File: config.mk
export PLATFORM = sky130hd
export DESIGN_NAME = i2c_target_regs_flat
export DESIGN_NICKNAME = d
export VERILOG_FILES = /design/src/rtl/i2c_target_regs_if.sv /design/src/rtl/i2c_target_regs.sv /design/src/flat_wrapper.sv
export SDC_FILE = /design/constraint.sdc
export NUM_CORES = 1
export LEC_CHECK = 0
export BUFFER_PORTS_ARGS = -buffer_cell sky130_fd_sc_hd__buf_2
export CORE_UTILIZATION = 55
export CTS_CLUSTER_DIAMETER = 40
export CTS_CLUSTER_SIZE = 12
export DETAILED_ROUTE_END_ITERATION = 7
export GPL_ROUTABILITY_DRIVEN = 0
export PLACE_DENSITY = 0.86
export SKIP_CTS_REPAIR_TIMING = 1
export SLEW_MARGIN = 20
export SYNTH_ARGS = -nofsm -noshare
export SYNTH_HDL_FRONTEND = slang
export SYNTH_SLANG_ARGS = --single-unit
File: constraint.sdc
create_clock -name clk -period 2.6 [get_ports clk]
set_clock_uncertainty 0.2 [all_clocks]
set_input_delay 0.52 -clock clk [delete_from_list [all_inputs] [get_ports clk]]
set_output_delay 0.52 -clock clk [all_outputs]
set_load 0.05 [all_outputs]
File: src/rtl/i2c_target_regs_if.sv
//==============================================================================
// Module   : i2c_target_regs_if
// Purpose  : Register-file side bus of the I2C target (write strobe + read port).
// Revision : 1.0 - initial release
//==============================================================================
`default_nettype none

interface i2c_target_regs_if;
  logic       wr_en;
  logic [7:0] wr_addr;
  logic [7:0] wr_data;
  logic [7:0] rd_addr;
  logic [7:0] rd_data;
  logic       rd_strobe;

  modport master (
    output wr_en, wr_addr, wr_data, rd_addr, rd_strobe,
    input  rd_data
  );

  modport slave (
    input  wr_en, wr_addr, wr_data, rd_addr, rd_strobe,
    output rd_data
  );
endinterface

`default_nettype wire

File: src/rtl/i2c_target_regs.sv
//==============================================================================
// Module   : i2c_target_regs
// Purpose  : I2C target mapping write transfers to register strobes and serving
//            reads from a combinational register read port.
// Revision : 1.0 - initial release
//==============================================================================
`default_nettype none

module i2c_target_regs #(
  parameter logic [6:0] ADDR        = 7'h70,
  parameter int         SYNC_STAGES = 2
) (
  input  logic               clk,
  input  logic               rst,
  input  logic               i_scl,
  input  logic               i_sda,
  output logic               o_sda_oe,
  output logic               o_busy,
  i2c_target_regs_if.master  io_regs
);

  typedef enum logic [3:0] {
    S_IDLE, S_ADDR, S_ADDR_ACK, S_PTR, S_WDATA,
    S_WACK, S_RDATA, S_RACK, S_IGNORE
  } state_t;

  // Synchronizers reset high so leaving reset never looks like a START.
  logic [SYNC_STAGES-1:0] r_scl_sync, r_sda_sync;
  logic                   r_scl_d, r_sda_d;

  always_ff @(posedge clk) begin
    if (rst) begin
      r_scl_sync <= '1;
      r_sda_sync <= '1;
      r_scl_d    <= 1'b1;
      r_sda_d    <= 1'b1;
    end else begin
      r_scl_sync <= {r_scl_sync[SYNC_STAGES-2:0], i_scl};
      r_sda_sync <= {r_sda_sync[SYNC_STAGES-2:0], i_sda};
      r_scl_d    <= r_scl_sync[SYNC_STAGES-1];
      r_sda_d    <= r_sda_sync[SYNC_STAGES-1];
    end
  end

  logic w_scl, w_sda, w_scl_rise, w_scl_fall, w_start, w_stop;
  assign w_scl      = r_scl_sync[SYNC_STAGES-1];
  assign w_sda      = r_sda_sync[SYNC_STAGES-1];
  assign w_scl_rise =  w_scl & ~r_scl_d;
  assign w_scl_fall = ~w_scl &  r_scl_d;
  assign w_start    =  w_scl &  r_scl_d &  r_sda_d & ~w_sda;
  assign w_stop     =  w_scl &  r_scl_d & ~r_sda_d &  w_sda;

  state_t     r_state, w_state;
  logic [7:0] r_shift, w_shift;
  logic [3:0] r_bitcnt, w_bitcnt;
  logic [7:0] r_ptr, w_ptr;
  logic [7:0] r_wr_addr, w_wr_addr, r_wr_data, w_wr_data;
  logic       r_sda_oe, w_sda_oe, r_wr_en, w_wr_en;
  logic       r_rd_strobe, w_rd_strobe, r_busy, w_busy, r_mack, w_mack;

  always_ff @(posedge clk) begin
    if (rst) begin
      r_state     <= S_IDLE;
      r_shift     <= 8'h00;
      r_bitcnt    <= 4'd0;
      r_ptr       <= 8'h00;
      r_wr_addr   <= 8'h00;
      r_wr_data   <= 8'h00;
      r_sda_oe    <= 1'b0;
      r_wr_en     <= 1'b0;
      r_rd_strobe <= 1'b0;
      r_busy      <= 1'b0;
      r_mack      <= 1'b0;
    end else begin
      r_state     <= w_state;
      r_shift     <= w_shift;
      r_bitcnt    <= w_bitcnt;
      r_ptr       <= w_ptr;
      r_wr_addr   <= w_wr_addr;
      r_wr_data   <= w_wr_data;
      r_sda_oe    <= w_sda_oe;
      r_wr_en     <= w_wr_en;
      r_rd_strobe <= w_rd_strobe;
      r_busy      <= w_busy;
      r_mack      <= w_mack;
    end
  end

  always_comb begin
    w_state     = r_state;
    w_shift     = r_shift;
    w_bitcnt    = r_bitcnt;
    // The pointer advances the cycle after each write strobe.
    w_ptr       = r_wr_en ? r_ptr + 8'd1 : r_ptr;
    w_wr_addr   = r_wr_addr;
    w_wr_data   = r_wr_data;
    w_sda_oe    = r_sda_oe;
    w_wr_en     = 1'b0;
    w_rd_strobe = 1'b0;
    w_busy      = r_busy;
    w_mack      = r_mack;

    if (w_stop) begin
      w_state  = S_IDLE;
      w_busy   = 1'b0;
      w_sda_oe = 1'b0;
      w_bitcnt = 4'd0;
    end else if (w_start) begin
      w_state  = S_ADDR;
      w_busy   = 1'b1;
      w_sda_oe = 1'b0;
      w_bitcnt = 4'd0;
    end else begin
      case (r_state)
        S_ADDR, S_PTR, S_WDATA: begin
          if (w_scl_rise) begin
            w_shift  = {r_shift[6:0], w_sda};
            w_bitcnt = r_bitcnt + 4'd1;
          end else if (w_scl_fall && r_bitcnt == 4'd8) begin
            w_bitcnt = 4'd0;
            if (r_state == S_ADDR) begin
              if (r_shift[7:1] == ADDR) begin
                w_state  = S_ADDR_ACK;
                w_sda_oe = 1'b1;
              end else begin
                w_state = S_IGNORE;
              end
            end else if (r_state == S_PTR) begin
              w_ptr    = r_shift;
              w_state  = S_WACK;
              w_sda_oe = 1'b1;
            end else begin
              w_wr_en   = 1'b1;
              w_wr_addr = r_ptr;
              w_wr_data = r_shift;
              w_state   = S_WACK;
              w_sda_oe  = 1'b1;
            end
          end
        end
        S_ADDR_ACK: begin
          if (w_scl_fall) begin
            w_bitcnt = 4'd0;
            if (r_shift[0]) begin
              w_shift     = io_regs.rd_data;
              w_rd_strobe = 1'b1;
              w_sda_oe    = ~io_regs.rd_data[7];
              w_state     = S_RDATA;
            end else begin
              w_sda_oe = 1'b0;
              w_state  = S_PTR;
            end
          end
        end
        S_WACK: begin
          if (w_scl_fall) begin
            w_sda_oe = 1'b0;
            w_bitcnt = 4'd0;
            w_state  = S_WDATA;
          end
        end
        S_RDATA: begin
          if (w_scl_rise) begin
            w_bitcnt = r_bitcnt + 4'd1;
          end else if (w_scl_fall) begin
            if (r_bitcnt == 4'd8) begin
              w_sda_oe = 1'b0;
              w_bitcnt = 4'd0;
              w_state  = S_RACK;
            end else begin
              w_shift  = {r_shift[6:0], 1'b0};
              w_sda_oe = ~r_shift[6];
            end
          end
        end
        S_RACK: begin
          // Advance on the ACK itself so rd_data is valid by the falling edge.
          if (w_scl_rise) begin
            w_mack = ~w_sda;
            if (!w_sda) w_ptr = r_ptr + 8'd1;
          end else if (w_scl_fall) begin
            w_bitcnt = 4'd0;
            if (r_mack) begin
              w_shift     = io_regs.rd_data;
              w_rd_strobe = 1'b1;
              w_sda_oe    = ~io_regs.rd_data[7];
              w_state     = S_RDATA;
            end else begin
              w_state = S_IGNORE;
            end
          end
        end
        default: ;
      endcase
    end
  end

  assign o_sda_oe          = r_sda_oe;
  assign o_busy            = r_busy;
  assign io_regs.wr_en     = r_wr_en;
  assign io_regs.wr_addr   = r_wr_addr;
  assign io_regs.wr_data   = r_wr_data;
  assign io_regs.rd_addr   = r_ptr;
  assign io_regs.rd_strobe = r_rd_strobe;

endmodule

`default_nettype wire

File: src/flat_wrapper.sv
// flat-port wrapper written by rule: the top's interface ports become plain ports
module i2c_target_regs_flat 
#(
  parameter logic [6:0] ADDR        = 7'h70,
  parameter int         SYNC_STAGES = 2
)
  (clk, rst, i_scl, i_sda, o_sda_oe, o_busy, io_regs_wr_en, io_regs_wr_addr, io_regs_wr_data, io_regs_rd_addr, io_regs_rd_strobe, io_regs_rd_data);
  i2c_target_regs_if io_regs_i ();
  input  logic clk;
  input  logic rst;
  input  logic i_scl;
  input  logic i_sda;
  output logic o_sda_oe;
  output logic o_busy;
  output wire logic [$bits(io_regs_i.wr_en)-1:0] io_regs_wr_en;
  output wire logic [$bits(io_regs_i.wr_addr)-1:0] io_regs_wr_addr;
  output wire logic [$bits(io_regs_i.wr_data)-1:0] io_regs_wr_data;
  output wire logic [$bits(io_regs_i.rd_addr)-1:0] io_regs_rd_addr;
  output wire logic [$bits(io_regs_i.rd_strobe)-1:0] io_regs_rd_strobe;
  input wire logic [$bits(io_regs_i.rd_data)-1:0] io_regs_rd_data;
  assign io_regs_wr_en = io_regs_i.wr_en;
  assign io_regs_wr_addr = io_regs_i.wr_addr;
  assign io_regs_wr_data = io_regs_i.wr_data;
  assign io_regs_rd_addr = io_regs_i.rd_addr;
  assign io_regs_rd_strobe = io_regs_i.rd_strobe;
  assign io_regs_i.rd_data = io_regs_rd_data;
  i2c_target_regs #(.ADDR(ADDR), .SYNC_STAGES(SYNC_STAGES)) u_core (.clk(clk), .rst(rst), .i_scl(i_scl), .i_sda(i_sda), .o_sda_oe(o_sda_oe), .o_busy(o_busy), .io_regs(io_regs_i));
endmodule
==> results.yml <==
synth:
  netlist_instances: 332
  syn_area_per_cell_um2: 8.58
  synth_top_flop_cell: "dfxtp_1"
  synth_nets: 347
  synth-edff-count: 0
  yosysSeqAreaShare: 0.358
  async_flop_share: 0
  ys_types: 57
  syn-cell-area_um2: 2850
  ys_warn_count: 0
  synth-seq-cells: 51
status:
  status: "complete, no violations"
route:
  dr.pass1.iters: 6
  drtIter0Drc: 492
  ant_nets: 0
  wire_per_inst_um: 16.3
  remaining_drc_errors: 0
  vias: 2666
  wirelength_mm: 6.98
  viasPerCell: 6.21
critical_path:
  critPathMaxFanout: 16
  crit_path_start_kind: "register"
  worstPathArrival_ps: 2270
  worstSetupPathType: "register to register"
  cp.required_ps: 2590
  cp_slowest_cell: "dfxtp_1"
  cp_slowest_stage_delay_ps: 580
  path_cells: "nand2b_1, o2111ai_1, nand4b_2, o21ai_0, o41ai_2"
  end_kind: "register"
grt:
  grt_pass1_wl_mm: 11.1
  antenna_found_initial: 0
  overflow: 0
  grt_pass1_vias: 2314
  grt_start_max_net_pins: 45
  grt_use_total: 0.267
final_layout:
  area_growth_syn_to_layout_pct: 10.6
  fin_nets: 376
  layout_common_cells: "dfxtp_1 (51), nor2_1 (40), buf_2 (39)"
  stdcell_count: 429
  n_antenna_cell: 0
  num-fill-cells: 419
  multi_input_area_um2: 1660
  regArea_um2: 1020
  mostFrequentLayoutCell: "dfxtp_1"
  drive_gt1_frac: 0.213
floorplan:
  core_um2: 4850
  die_w_um: 74.0
  row_count: 25
  initial_core_util: 0.588
  die_h_um: 74.0
  ios: 40
  dieArea_um2: 5470
sta:
  hold_slack_ps: 190
  period_needed_ps: 2280
  fmax_ghz: 0.438
  grt_setup_unrepaired: "false"
  slew_violations: 0
  fin_crit_sh: 0.878
  setup_tns_ps: 0
  hold_violations: 0
  setup-violations-final: 0
  tightestPinTransition_ps: 612
  relSlewSlack: 0.590
clocking:
  cts.htree.levels: 2
  clock_latency_ps: 310
  cts_max_path_buffers: 2
  cts_tree: "yes"
  cts.sinks: 51
  path_clk_slew_ps: 100
  cts_root_buf: "clkbuf_8"
  numCtsBuffers: 5
hold_path:
  hold_class: "input port to register"
power:
  peakVddDrop_mv: 0.314
  power_mw: 1.50
  p_per_area_nw_per_um2: 476
  cellLeakagePower_nw: 1.30
flow_run:
  cap_violations: 0
placed_design:
  detailed_place_hpwl_mm: 4.82
  port-buffer-count: 39
  dp_cells: 421
## layer usage
layer  vias up  part of all wire  GRT usage
met4         0             0.031      0.126
met3        30             0.091     0.0556
met2       150              0.46      0.407
met1      1221              0.42      0.360
met5         -                 0          0
li1       1265                 -          -
## Yosys cell counts (all sizes together) (8+ instances only)
cell / number / area share
dfxtp: 51 / 0.36
xor2: 9 / 0.028
xnor2: 9 / 0.028
clkbuf: 10 / 0.013
a21oi: 12 / 0.021
o21ai: 16 / 0.028
buf: 16 / 0.036
a22oi: 15 / 0.040
mux2i: 17 / 0.060
nor3: 8 / 0.016
o22ai: 8 / 0.018
nand2: 16 / 0.021
nor2b: 10 / 0.022
or2: 9 / 0.020
nor2: 42 / 0.057
## worst paths after layout
check                        from                    to  slack (ps)  cells after the start
min                         i_sda  u_core.r_sda_sync[0]         190                      2
max                u_core.r_scl_d     u_core.r_shift[2]         320                      5
min reg2reg  u_core.r_scl_sync[0]  u_core.r_scl_sync[1]         210                      1
max reg2reg        u_core.r_scl_d     u_core.r_shift[2]         320                      5
## area by class of cell
| type | instances | area share |
|---|---|---|
| clock inverter | 2 | 0.00437 |
| clock buffer | 6 | 0.0262 |
| multi-input combinational | 249 | 0.528 |
| inverter | 6 | 0.00715 |
| timing repair buffer | 48 | 0.0834 |
| tap | 67 | 0.0266 |
| sequential | 51 | 0.324 |
## worst max-delay path, delay by kind of cell, from the launching register on
family | cells | cell delay, ps
compound gates | 3 | 750
simple gates | 2 | 620
flops | 1 | 580
## power by group
group / switching [mW] / total [mW] / internal, mW
clock network: 0.276 / 0.494 / 0.218
registers: 0.0196 / 0.814 / 0.795
logic: 0.115 / 0.191 / 0.0753
## sequential cells by signal (all words and copies together), names as in the netlist, 2 cells and up
register and count:
u_core.io_regs.rd_addr 8, u_core.io_regs.wr_addr 8, u_core.io_regs.wr_data 8, u_core.r_bitcnt 4, u_core.r_scl_sync 2, u_core.r_sda_sync 2
u_core.r_shift 8, u_core.r_state 4
## logic make-up after synthesis
kind of cell,share of synthesized area
simple gates,0.246
compound gates,0.206
flops,0.358
buf+inv,0.0575
xor+xnor,0.0553
mux,0.0597
fa+ha+maj,0.0167
## metrics by stage
step / instance area [um^2] / utilization / worst slack, ps
after detailed placement: 3050 / 0.630 / 380
final: 3150 / 0.650 / 318
after floorplan: 2850 / - / 648
after global placement: 3050 / 0.630 / 448
after global routing: 3150 / 0.650 / 214
after CTS: 3150 / 0.650 / 346
No activity file was read; power rests on OpenSTA's default activity.
